**config.mk**
```make
export PLATFORM = sky130hd
export DESIGN_NAME = hilo_muldiv_seq_flat
export DESIGN_NICKNAME = d
export VERILOG_FILES = /design/src/rtl/hilo_muldiv_seq_if.sv /design/src/rtl/hilo_muldiv_seq.sv /design/src/flat_wrapper.sv
export SDC_FILE = /design/constraint.sdc
export NUM_CORES = 1
export LEC_CHECK = 0
export BUFFER_PORTS_ARGS = -buffer_cell sky130_fd_sc_hd__buf_2
export CAP_MARGIN = 0
export CORE_UTILIZATION = 57
export CTS_BUF_LIST = sky130_fd_sc_hd__clkbuf_8 sky130_fd_sc_hd__clkbuf_16
export CTS_CLUSTER_SIZE = 30
export DETAILED_ROUTE_END_ITERATION = 10
export PLACE_DENSITY = 0.74
export SLEW_MARGIN = 5
export SYNTH_ARGS = -nofsm -noshare
export SYNTH_HDL_FRONTEND = slang
export SYNTH_SLANG_ARGS = --single-unit
```
**constraint.sdc**
```tcl
create_clock -name clk -period 7.4 [get_ports clk]
set_input_delay 0.74 -clock clk [delete_from_list [all_inputs] [get_ports clk]]
set_output_delay 0.74 -clock clk [all_outputs]
set_load 0.03 [all_outputs]
```
**src/rtl/hilo_muldiv_seq_if.sv**
```systemverilog
// HI/LO multiply/divide sequencer bus: request side from EX,
// result/stall side back to the pipeline and HI/LO file.
interface hilo_muldiv_seq_if;
  logic        start_i;
  logic [2:0]  op_i;
  logic [31:0] opdata1_i;
  logic [31:0] opdata2_i;
  logic        annul_i;
  logic [31:0] hi_cur_i;
  logic [31:0] lo_cur_i;
  logic [31:0] hi_o;
  logic [31:0] lo_o;
  logic        hilo_we_o;
  logic        stall_req_o;
  logic        busy_o;

  modport master (
    output start_i, op_i, opdata1_i, opdata2_i,
    output annul_i, hi_cur_i, lo_cur_i,
    input  hi_o, lo_o, hilo_we_o, stall_req_o, busy_o
  );

  modport slave (
    input  start_i, op_i, opdata1_i, opdata2_i,
    input  annul_i, hi_cur_i, lo_cur_i,
    output hi_o, lo_o, hilo_we_o, stall_req_o, busy_o
  );
endinterface

```
**src/rtl/hilo_muldiv_seq.sv**
```systemverilog
// Multi-cycle MULT/DIV sequencer owning HI/LO writes.
// Optional MULDIV_MADD_EN enables MADD/MADDU/MSUB/MSUBU.
module hilo_muldiv_seq #(
  parameter int ITER = 32
) (
  input logic clk,
  input logic rst,
  hilo_muldiv_seq_if.slave bus
);

  typedef enum logic [1:0] {
    IDLE,
    RUN,
    DIVZERO,
    DONE
  } state_t;

  state_t state, state_n;

  logic [4:0]  cnt;
  logic [31:0] a_mag, b_mag;
  logic [63:0] p, p_n;
  logic [31:0] hi_q, lo_q;
  logic        is_div, neg_q, neg_r;

  logic        op_sgn, op_div, s1, s2;
  logic        legal, accept, last, stall;
  logic [31:0] mag1, mag2;

  logic [32:0] rem_s, diff, sum;
  logic [63:0] prod, res;
  logic [31:0] quo, rem;

`ifdef MULDIV_MADD_EN
  logic is_acc, is_sub;
  assign legal = 1'b1;
`else
  logic unused_cur;
  assign unused_cur = ^{bus.hi_cur_i, bus.lo_cur_i};
  assign legal = ~bus.op_i[2];
`endif

  assign op_sgn = ~bus.op_i[0];
  assign op_div = (bus.op_i[2:1] == 2'b01);
  assign s1     = op_sgn & bus.opdata1_i[31];
  assign s2     = op_sgn & bus.opdata2_i[31];
  assign mag1   = s1 ? 32'd0 - bus.opdata1_i : bus.opdata1_i;
  assign mag2   = s2 ? 32'd0 - bus.opdata2_i : bus.opdata2_i;
  assign accept = (state == IDLE) & bus.start_i
                & legal & ~bus.annul_i;
  assign last   = (cnt == 5'(ITER - 1));

  always_ff @(posedge clk) begin
    if (rst) state <= IDLE;
    else     state <= state_n;
  end

  always_comb begin
    state_n = state;
    stall   = 1'b0;
    unique case (state)
      IDLE: begin
        if (accept) begin
          stall   = 1'b1;
          state_n = (op_div && bus.opdata2_i == 32'd0)
                  ? DIVZERO : RUN;
        end
      end
      RUN: begin
        stall = 1'b1;
        if (bus.annul_i) state_n = IDLE;
        else if (last)   state_n = DONE;
      end
      DIVZERO: begin
        stall   = 1'b1;
        state_n = bus.annul_i ? IDLE : DONE;
      end
      DONE: state_n = IDLE;
    endcase
  end

  // Shared {rem,quo} / {acc,multiplier} shift register step
  always_comb begin
    rem_s = {p[63:32], p[31]};
    diff  = rem_s - {1'b0, b_mag};
    sum   = {1'b0, p[63:32]}
          + (p[0] ? {1'b0, a_mag} : 33'd0);
    if (is_div) begin
      if (diff[32]) p_n = {rem_s[31:0], p[30:0], 1'b0};
      else          p_n = {diff[31:0], p[30:0], 1'b1};
    end else begin
      p_n = {sum, p[31:1]};
    end
  end

  always_comb begin
    prod = neg_q ? 64'd0 - p_n : p_n;
    quo  = neg_q ? 32'd0 - p_n[31:0] : p_n[31:0];
    rem  = neg_r ? 32'd0 - p_n[63:32] : p_n[63:32];
    res  = is_div ? {rem, quo} : prod;
`ifdef MULDIV_MADD_EN
    if (is_acc) begin
      if (is_sub)
        res = {bus.hi_cur_i, bus.lo_cur_i} - prod;
      else
        res = {bus.hi_cur_i, bus.lo_cur_i} + prod;
    end
`endif
  end

  always_ff @(posedge clk) begin
    if (rst) begin
      cnt    <= '0;
      a_mag  <= '0;
      b_mag  <= '0;
      p      <= '0;
      hi_q   <= '0;
      lo_q   <= '0;
      is_div <= 1'b0;
      neg_q  <= 1'b0;
      neg_r  <= 1'b0;
`ifdef MULDIV_MADD_EN
      is_acc <= 1'b0;
      is_sub <= 1'b0;
`endif
    end else begin
      unique case (state)
        IDLE: begin
          if (accept) begin
            cnt    <= '0;
            a_mag  <= mag1;
            b_mag  <= mag2;
            is_div <= op_div;
            neg_q  <= s1 ^ s2;
            neg_r  <= s1;
            p      <= {32'd0, op_div ? mag1 : mag2};
`ifdef MULDIV_MADD_EN
            is_acc <= bus.op_i[2];
            is_sub <= bus.op_i[2] & bus.op_i[1];
`endif
          end
        end
        RUN: begin
          if (!bus.annul_i) begin
            p   <= p_n;
            cnt <= cnt + 5'd1;
            if (last) begin
              hi_q <= res[63:32];
              lo_q <= res[31:0];
            end
          end
        end
        DIVZERO: begin
          if (!bus.annul_i) begin
            hi_q <= '0;
            lo_q <= '0;
          end
        end
        DONE: ;
      endcase
    end
  end

  assign bus.hi_o        = hi_q;
  assign bus.lo_o        = lo_q;
  assign bus.hilo_we_o   = (state == DONE);
  assign bus.stall_req_o = stall;
  assign bus.busy_o      = (state != IDLE);

endmodule

```
**src/flat_wrapper.sv**
```systemverilog
// flat-port wrapper written by rule: the top's interface ports become plain ports
module hilo_muldiv_seq_flat 
#(
  parameter int ITER = 32
)
  (clk, rst, bus_start_i, bus_op_i, bus_opdata1_i, bus_opdata2_i, bus_annul_i, bus_hi_cur_i, bus_lo_cur_i, bus_hi_o, bus_lo_o, bus_hilo_we_o, bus_stall_req_o, bus_busy_o);
  hilo_muldiv_seq_if bus_i ();
  input logic clk;
  input logic rst;
  input wire logic [$bits(bus_i.start_i)-1:0] bus_start_i;
  input wire logic [$bits(bus_i.op_i)-1:0] bus_op_i;
  input wire logic [$bits(bus_i.opdata1_i)-1:0] bus_opdata1_i;
  input wire logic [$bits(bus_i.opdata2_i)-1:0] bus_opdata2_i;
  input wire logic [$bits(bus_i.annul_i)-1:0] bus_annul_i;
  input wire logic [$bits(bus_i.hi_cur_i)-1:0] bus_hi_cur_i;
  input wire logic [$bits(bus_i.lo_cur_i)-1:0] bus_lo_cur_i;
  output wire logic [$bits(bus_i.hi_o)-1:0] bus_hi_o;
  output wire logic [$bits(bus_i.lo_o)-1:0] bus_lo_o;
  output wire logic [$bits(bus_i.hilo_we_o)-1:0] bus_hilo_we_o;
  output wire logic [$bits(bus_i.stall_req_o)-1:0] bus_stall_req_o;
  output wire logic [$bits(bus_i.busy_o)-1:0] bus_busy_o;
  assign bus_i.start_i = bus_start_i;
  assign bus_i.op_i = bus_op_i;
  assign bus_i.opdata1_i = bus_opdata1_i;
  assign bus_i.opdata2_i = bus_opdata2_i;
  assign bus_i.annul_i = bus_annul_i;
  assign bus_i.hi_cur_i = bus_hi_cur_i;
  assign bus_i.lo_cur_i = bus_lo_cur_i;
  assign bus_hi_o = bus_i.hi_o;
  assign bus_lo_o = bus_i.lo_o;
  assign bus_hilo_we_o = bus_i.hilo_we_o;
  assign bus_stall_req_o = bus_i.stall_req_o;
  assign bus_busy_o = bus_i.busy_o;
  hilo_muldiv_seq #(.ITER(ITER)) u_core (.clk(clk), .rst(rst), .bus(bus_i));
endmodule
```
# --- Word level (Yosys, flattened, before mapping) ---
# Index checks and enable logic that the tools add are counted.
totals:
  register_bits: 202
  input_bits: 135
  out_inout_bits: 67
  word_cells: 79
op_classes:
  n_addsub: 8
  n_eq_ne: 10
  n_mux: 31
  bitwise: 9
  reduce_logical: 11
op_table:
  columns: ["operator", "n"]
  rows:
  - ["64-bit 2-to-1 mux", 6]
  - ["32-bit 2-to-1 mux", 11]
  - ["32-bit case mux with 2 select lines", 2]
  - ["64-bit case mux with 2 select lines", 1]
  - ["1-bit by 32-bit subtractor with 32-bit output, first input constant", 4]
  - ["1-bit by 64-bit subtractor with 64-bit output, first input constant", 1]
  - ["32-bit by 33-bit adder with 33-bit output", 1]
  - ["33-bit by 32-bit subtractor with 33-bit output", 1]
  - ["32-bit logical NOT", 1]
  - ["2-bit 2-to-1 mux", 5]
  - ["5-bit 2-to-1 mux", 2]
  - ["5-bit case mux with 2 select lines", 1]
  - ["2-bit case mux with 4 select lines", 1]
  - ["2-bit nonzero test", 3]
  - ["5-bit by 1-bit adder with 5-bit output, second input constant", 1]
  - ["1-bit AND", 5]
  - ["5-bit equality test, second input constant", 1]
  - ["2-bit by 1-bit equality test with 1-bit output, second input constant", 2]
  - ["2-bit equality test, second input constant", 2]
  - ["2-bit by 1-bit != test with 1-bit output, second input constant", 2]
  - ["2-bit != test, second input constant", 2]
  - ["2-bit AND reduction", 2]
  - ["4-bit AND reduction", 1]
  - ["3-bit by 2-bit != test with 1-bit output, second input constant", 1]
  - ["8 further kinds", 10]

# --- Logic depth before layout (Yosys ltp) ---
depth:
  ltp_word: 9
  ltp_mapped: 24
  mapped_depth_nobuf: 21

# --- Least setup slack after synthesis ---
# Ideal clock, no wire load.
synth_path:
  kind: "flip-flop to flip-flop"
  start: "register u_core.is_div"
  end: "register u_core.hi_q[28] (netlist: u_core.bus.hi_o[28])"
  arrival_ps: 5050
  t_required_ps: 7273
  path_slack_ps: 2223
  path_stages_with_launch: 21
  cell_sequence: "dfxtp_1 clkbuf_1 buf_1 clkbuf_1 buf_1 clkbuf_1 buf_1 clkbuf_1 mux2i_1 ha_1 o2111ai_1 nor3_1 and2_1 nand2_1 nor2_1 nand3b_1 a21oi_1 nand3_1 o22ai_2 mux2i_1 or3_1"
synth_via:
  elab_chain_cells: 7
  elab_cells_between_ends: 9
  classes_between: "2 x add/sub; 7 x mux"
synth_rtl:
  columns: ["item", "line_no", "rtl"]
  rows:
  - ["from (decl)", "hilo_muldiv_seq.sv:24", "logic is_div, neg_q, neg_r;"]
  - ["from (signal assigned)", "hilo_muldiv_seq.sv:133", "is_div <= op_div;"]
  - ["64-bit 2-to-1 mux", "hilo_muldiv_seq.sv:88", "if (is_div) begin"]
  - ["1-bit by 64-bit subtractor with 64-bit output / 1-bit by 32-bit subtractor with 32-bit output (equally long branches)", "hilo_muldiv_seq.sv:97, hilo_muldiv_seq.sv:99", null]
  - ["64-bit 2-to-1 mux / 32-bit 2-to-1 mux (equally long branches)", "hilo_muldiv_seq.sv:97, hilo_muldiv_seq.sv:99", null]
  - ["64-bit 2-to-1 mux (*)", "hilo_muldiv_seq.sv:100", "res = is_div ? {rem, quo} : prod;"]
  - ["32-bit 2-to-1 mux (*)", "hilo_muldiv_seq.sv:147", "if (last) begin"]
  - ["32-bit 2-to-1 mux (*)", "hilo_muldiv_seq.sv:144", "if (!bus.annul_i) begin"]
  - ["32-bit case mux with 2 select lines (*)", "hilo_muldiv_seq.sv:127", "unique case (state)"]
  - ["to (signal assigned)", "hilo_muldiv_seq.sv:148", "hi_q <= res[63:32];"]
  - ["to (decl)", "hilo_muldiv_seq.sv:23", "logic [31:0] hi_q, lo_q;"]
# Mark *: on every way between the ends. The rest lies on a longest branch, timed or not. The select of a mux whose other input is x is not followed.
# A chain may end at the register's enable or synchronous reset.

# --- Worst setup path in the final report ---
layout_path:
  start: "register u_core.p[31]"
  end: "register u_core.hi_q[28] (netlist: u_core.bus.hi_o[28])"
layout_via:
  elab_chain_cells: 9
  elab_cells_between_ends: 11
  classes_between: "3 x add/sub; 8 x mux"
layout_rtl:
  columns: ["item", "line_no", "rtl"]
  rows:
  - ["from (decl)", "hilo_muldiv_seq.sv:22", "logic [63:0] p, p_n;"]
  - ["from (signal assigned)", "hilo_muldiv_seq.sv:136", "p <= {32'd0, op_div ? mag1 : mag2};"]
  - ["from (signal assigned)", "hilo_muldiv_seq.sv:145", "p <= p_n;"]
  - ["33-bit by 32-bit subtractor with 33-bit output", "hilo_muldiv_seq.sv:85", "diff = rem_s - {1'b0, b_mag};"]
  - ["64-bit 2-to-1 mux", "hilo_muldiv_seq.sv:89", "if (diff[32]) p_n = {rem_s[31:0], p[30:0], 1'b0};"]
  - ["64-bit 2-to-1 mux (*)", "hilo_muldiv_seq.sv:88", null]
  - ["1-bit by 64-bit subtractor with 64-bit output / 1-bit by 32-bit subtractor with 32-bit output (equally long branches)", "hilo_muldiv_seq.sv:97, hilo_muldiv_seq.sv:99", null]
  - ["64-bit 2-to-1 mux / 32-bit 2-to-1 mux (equally long branches)", "hilo_muldiv_seq.sv:97, hilo_muldiv_seq.sv:99", null]
  - ["64-bit 2-to-1 mux (*)", "hilo_muldiv_seq.sv:100", null]
  - ["32-bit 2-to-1 mux (*)", "hilo_muldiv_seq.sv:147", null]
  - ["32-bit 2-to-1 mux (*)", "hilo_muldiv_seq.sv:144", null]
  - ["32-bit case mux with 2 select lines (*)", "hilo_muldiv_seq.sv:127", null]
# Marked as above.

==> results.md <==
Global route:
- The global-route usage over all layers is 0.3754.
- The first global-routing pass estimated 86210 um of wire.
- The total global routing overflow is 0.
- The number of global-route vias before repair is 15561.
- The number of antenna violations at the first check in global routing is 0.
- The pin count of the biggest net entering global routing is 123.

Placement:
- The cell area after placement is 0.01725 sq mm.
- In this run, placement finished with an instance count of 2624.
- Port buffering added 137 buffers.
- The congestion estimate from routability-driven global placement came to 1.045.
- Detailed placement finished with a half-perimeter wire length of 42750 um.

Run status:
- The run finished with clean final reports.

Timing:
- Setup violations remaining at the end of the flow were counted as 0.
- After routing, the total negative slack on setup checks comes to 0 ns.
- The max-slew violation count is 0.
- The time the worst path needs with I/O delays and setup is 6.182 ns.
- Between clock sinks in the finished design, the worst skew comes to 0.02869 ns.
- The final hold slack is 0.4395 ns.
- The final hold violation count came to 0.
- The post-route fraction of the period consumed by the critical path is 0.8354.
- In this run the tightest slew margin relative to its limit is 0.2424.
- At the pin with the least slew margin, the transition time is 1.136 ns.
- The achievable clock frequency is 0.1618 GHz.
- Setup repair after global routing left no endpoint under its margin.

Clock tree:
- The clock root buffer is sky130_fd_sc_hd__clkbuf_16.
- Clock tree synthesis found a total of 202 sinks.
- The clock latency of the later-clocked register in the worst-skew pair is 0.55 ns.
- In this run, post-CTS hold repair placed 0 buffers.
- Clock tree synthesis inserted a total of 24 buffers.
- The deepest level of the CTS H-tree is 1.
- The post-cts gate resize count is 0.
- The longest clock path from root to sink contains 3 buffers.
- Clock-pin slew was measured on the worst setup and hold paths at 0.06 ns.
- TritonCTS built the clock tree.
- In this run the post-CTS setup repair buffer count came out at 0.

Cells and area:
- The non-filler instance count after layout is 2668.
- The post-layout utilization of the core is 0.6444.
- In the final layout, the share of cells above drive strength 1 is 0.1092.
- Relative to the synthesized area, the layout overhead comes to 9.974%.
- The number of diodes is 0.
- Once layout is done, the placed cells without fillers occupy 0.01810 sq mm.
- The layout net count is 2484.

Synth:
- The count of distinct cell types in the synthesized netlist is 92.
- The cell accounting for the most synthesized area is sky130_fd_sc_hd__dfxtp_1.
- The share of the Yosys chip area taken by registers is 0.2457.
- Sorting the synthesized cells by area gives the leading types as sky130_fd_sc_hd__dfxtp_1 (25%), sky130_fd_sc_hd__nor2_1 (6.5%), sky130_fd_sc_hd__ha_1 (5.7%), sky130_fd_sc_hd__a21oi_1 (5.4%), sky130_fd_sc_hd__nand2_1 (5.2%).
- The most common cell in the synthesized netlist is sky130_fd_sc_hd__nor2_1.
- The number of flops mapped to enable cells by yosys is 0.
- Summing every instance area after synthesis gives 0.01646 sq mm.
- The synthesized instance count is 2230.
- In the synthesized netlist the async set-or-reset flop fraction comes to 0.
- The main flop type after synthesis is sky130_fd_sc_hd__dfxtp_1.
- The Yosys step of the flow raised 0 warnings.
- The per-instance average area after synthesis is 7.380 sq um.
- The commonest cells after synthesis are sky130_fd_sc_hd__nor2_1 (285), sky130_fd_sc_hd__nand2_1 (229), sky130_fd_sc_hd__dfxtp_1 (202).
- The share of synthesized area in the top cell type comes to 0.2457.
- Synthesis inferred 202 register bits.
- The synthesized net count is 2442.

Routing:
- Summed over all layers, the routed wires come to 56200 um.
- In the final routed layout, each cell accounts on average for 21.06 um.
- Before antenna repair, the detailed router went through 6 iterations.
- The via count normalized by instance count is 6.460.
- In this run, the number of DRC markers left after iteration 0 of detailed routing was 2009.
- The antenna violation net count after detailed routing is 0.
- The number of vias in the routed layout is 17235.
- The detailed-route DRC error count is 0.

Critical path:
- At the worst endpoint, the required time is 7.82 ns.
- STA classifies the critical path startpoint as a flop.
- The cell type group with the largest total delay on the critical path is compound AO/OA/AOI/OAI gates.
- The peak fanout along the critical path is 10.
- The slowest stage of the critical path is the sky130_fd_sc_hd__a21oi_1 cell.
- Data on the critical path arrives at its endpoint at 6.60 ns.
- The end of the worst register-to-register path is u_core.bus.hi_o[28].
- The startpoint identified for the worst register-to-register timing path is u_core.p[31].
- The setup path with the least slack is of type flop to flop.
- The setup check on the worst reg-to-reg path leaves a slack of 1.22 ns.
- The depth of the most critical reg-to-reg path is 21.
- The number of buffer and inverter instances along the worst setup path is 1.
- Traced cell by cell, the critical path runs through inv_1, ha_1, fa_1, nand2b_1, a211oi_2, o21ai_0, a21oi_1, a2111oi_4, nor2_1, ha_1, o2111ai_1, nor3_1, and2_1, nand2_1, nor2_1, nand3b_1, a21oi_1, nand3_1, o22ai_2, mux2i_1, or3_1.
- The element type at the critical path end is a flop.
- On the worst path, the slowest cell contributes a delay of 0.64 ns.

Hold path:
- The beginning of the worst hold path is bus_op_i[1].
- Along the worst hold path, the cell count comes to 3.
- The worst hold path terminates at u_core.is_div.
- The type of the worst min-delay path is primary input to flop.

Pwr:
- In this run the power density over the cells is 234.9 mW/mm^2.
- In this run the static leakage power is 7.249 nW.
- The switching part of the total power is 0.4113.
- The relative contribution of combinational cells to total power is 0.407.
- The share of power burned in registers is 0.294.
- The analysis attributes to net switching a power of 0.001749 W.
- The peak ir drop on the vdd network is 0.2083 mV.
- The total internal power is 0.002503 W.
- The share of total power dissipated in the clock network is 0.299.

Floorplanning:
- The overall die width is 171.9 um.
- The die footprint is 0.02956 sq mm.
- 202 I/O pins were placed.
- The area inside the core boundary is 0.02809 sq mm.
- The initial core utilization is 0.5860.
- The floorplan die height is 171.9 um.
- Row generation in the floorplan step produced 61 rows.

Job:
- The number of max-capacitance violations reported is 0.
[power groups by stage]
stage                     Sequential [W]  Clock (W)  Combinational, W
final                            0.00125    0.00127           0.00173
after global routing             0.00126    0.00132           0.00187
after CTS                        0.00125    0.00128           0.00168
after detailed placement         0.00127          0           0.00166
after global placement           0.00127          0           0.00164
after floorplan                  0.00125          0           0.00122
[worst max-delay path by stage]
stage                     cells after the start             endpoint     startpoint  slack (ns)
after global placement                       21  u_core.bus.hi_o[28]   u_core.p[31]        1.54
after global routing                         21  u_core.bus.hi_o[16]   u_core.p[31]        0.68
after CTS                                    21  u_core.bus.hi_o[28]   u_core.p[31]        1.32
final                                        21  u_core.bus.hi_o[28]   u_core.p[31]        1.22
after detailed placement                     21  u_core.bus.hi_o[28]   u_core.p[31]        1.42
after floorplan                              20  u_core.bus.hi_o[28]  u_core.is_div        2.22
[worst register-to-register path: stages (launching register included)]
cell                        delay [ns]
sky130_fd_sc_hd__dfxtp_1          0.47
sky130_fd_sc_hd__inv_1            0.10
sky130_fd_sc_hd__ha_1             0.24
sky130_fd_sc_hd__fa_1             0.42
sky130_fd_sc_hd__nand2b_1         0.20
sky130_fd_sc_hd__a211oi_2         0.60
sky130_fd_sc_hd__o21ai_0          0.29
sky130_fd_sc_hd__a21oi_1          0.64
sky130_fd_sc_hd__a2111oi_4        0.22
sky130_fd_sc_hd__nor2_1           0.24
sky130_fd_sc_hd__ha_1             0.23
sky130_fd_sc_hd__o2111ai_1        0.21
sky130_fd_sc_hd__nor3_1           0.30
sky130_fd_sc_hd__and2_1           0.19
sky130_fd_sc_hd__nand2_1          0.16
sky130_fd_sc_hd__nor2_1           0.27
sky130_fd_sc_hd__nand3b_1         0.15
sky130_fd_sc_hd__a21oi_1          0.39
sky130_fd_sc_hd__nand3_1          0.14
sky130_fd_sc_hd__o22ai_2          0.13
sky130_fd_sc_hd__mux2i_1          0.09
sky130_fd_sc_hd__or3_1            0.36
[routing by layer]
metal | up-vias | part of all wire | track usage
met5 | - | 0 | 0
met4 | 0 | 0.072 | 0.2412
met3 | 207 | 0.078 | 0.05173
met2 | 865 | 0.44 | 0.5984
met1 | 7985 | 0.41 | 0.4755
li1 | 8178 | - | -
[kinds of logic after synthesis]
family / Yosys count / share of synthesized area
AO/OA/AOI/OAI: 680 / 0.2766
XOR/XNOR: 153 / 0.08142
adder cells (fa/ha/maj): 77 / 0.05945
buffers and inverters: 206 / 0.04873
flip-flops: 202 / 0.2457
multiplexers: 80 / 0.04926
AND/OR/NAND/NOR: 832 / 0.2388
[cell usage in the layout, fill, tap and decap left out, types with 8 or more instances in the layout]
master	instances
sky130_fd_sc_hd__or2_2	12
sky130_fd_sc_hd__nand4_1	18
sky130_fd_sc_hd__o31ai_1	16
sky130_fd_sc_hd__nor4_1	19
sky130_fd_sc_hd__mux2_2	8
sky130_fd_sc_hd__nand3_1	41
sky130_fd_sc_hd__nand2_1	229
sky130_fd_sc_hd__a21o_1	23
sky130_fd_sc_hd__ha_1	74
sky130_fd_sc_hd__nor3_1	61
sky130_fd_sc_hd__inv_1	70
sky130_fd_sc_hd__or3_1	25
sky130_fd_sc_hd__mux2i_1	72
sky130_fd_sc_hd__o21ai_0	113
sky130_fd_sc_hd__and3_1	12
sky130_fd_sc_hd__buf_4	19
sky130_fd_sc_hd__o21a_1	17
sky130_fd_sc_hd__nand2b_1	19
sky130_fd_sc_hd__dfxtp_1	201
sky130_fd_sc_hd__nor2_1	283
sky130_fd_sc_hd__a22oi_1	61
sky130_fd_sc_hd__buf_2	136
sky130_fd_sc_hd__o211ai_1	48
sky130_fd_sc_hd__a31oi_1	18
sky130_fd_sc_hd__o21bai_1	11
sky130_fd_sc_hd__xor2_1	76
sky130_fd_sc_hd__and2_1	47
sky130_fd_sc_hd__clkbuf_16	24
sky130_fd_sc_hd__a211oi_1	81
sky130_fd_sc_hd__a21oi_1	179
sky130_fd_sc_hd__nor3b_1	14
sky130_fd_sc_hd__xnor2_1	77
sky130_fd_sc_hd__nor2b_1	19
[registers in the layout (all words and copies together), names as in the netlist]
name and cells:
u_core.p 64, u_core.neg_q 1, u_core.b_mag 32, u_core.cnt 5, u_core.a_mag 32, u_core.neg_r 1
u_core.state 2, u_core.bus.hi_o 32, u_core.bus.lo_o 32, u_core.is_div 1
[layout make-up]
class | instances | area (sq um)
Multi-Input combinational cell | 1822 | 11650
Sequential cell | 202 | 4048
Clock buffer | 27 | 641.9
Inverter | 67 | 251.5
Timing Repair Buffer | 155 | 823.3
Tap cell | 378 | 473.0
Clock inverter | 17 | 209.0
Fill cell | 2600 | 9987
[through the flow]
stage	power, W	setup slack [ns]
6_report	0.004251	1.218
5_1_grt	0.004450	0.6761
4_1_cts	0.004201	1.319
3_5_place_dp	0.002935	1.419
3_3_place_gp	0.002905	1.537
2_1_floorplan	0.002466	2.223
Power figures use the tool's default switching activity.
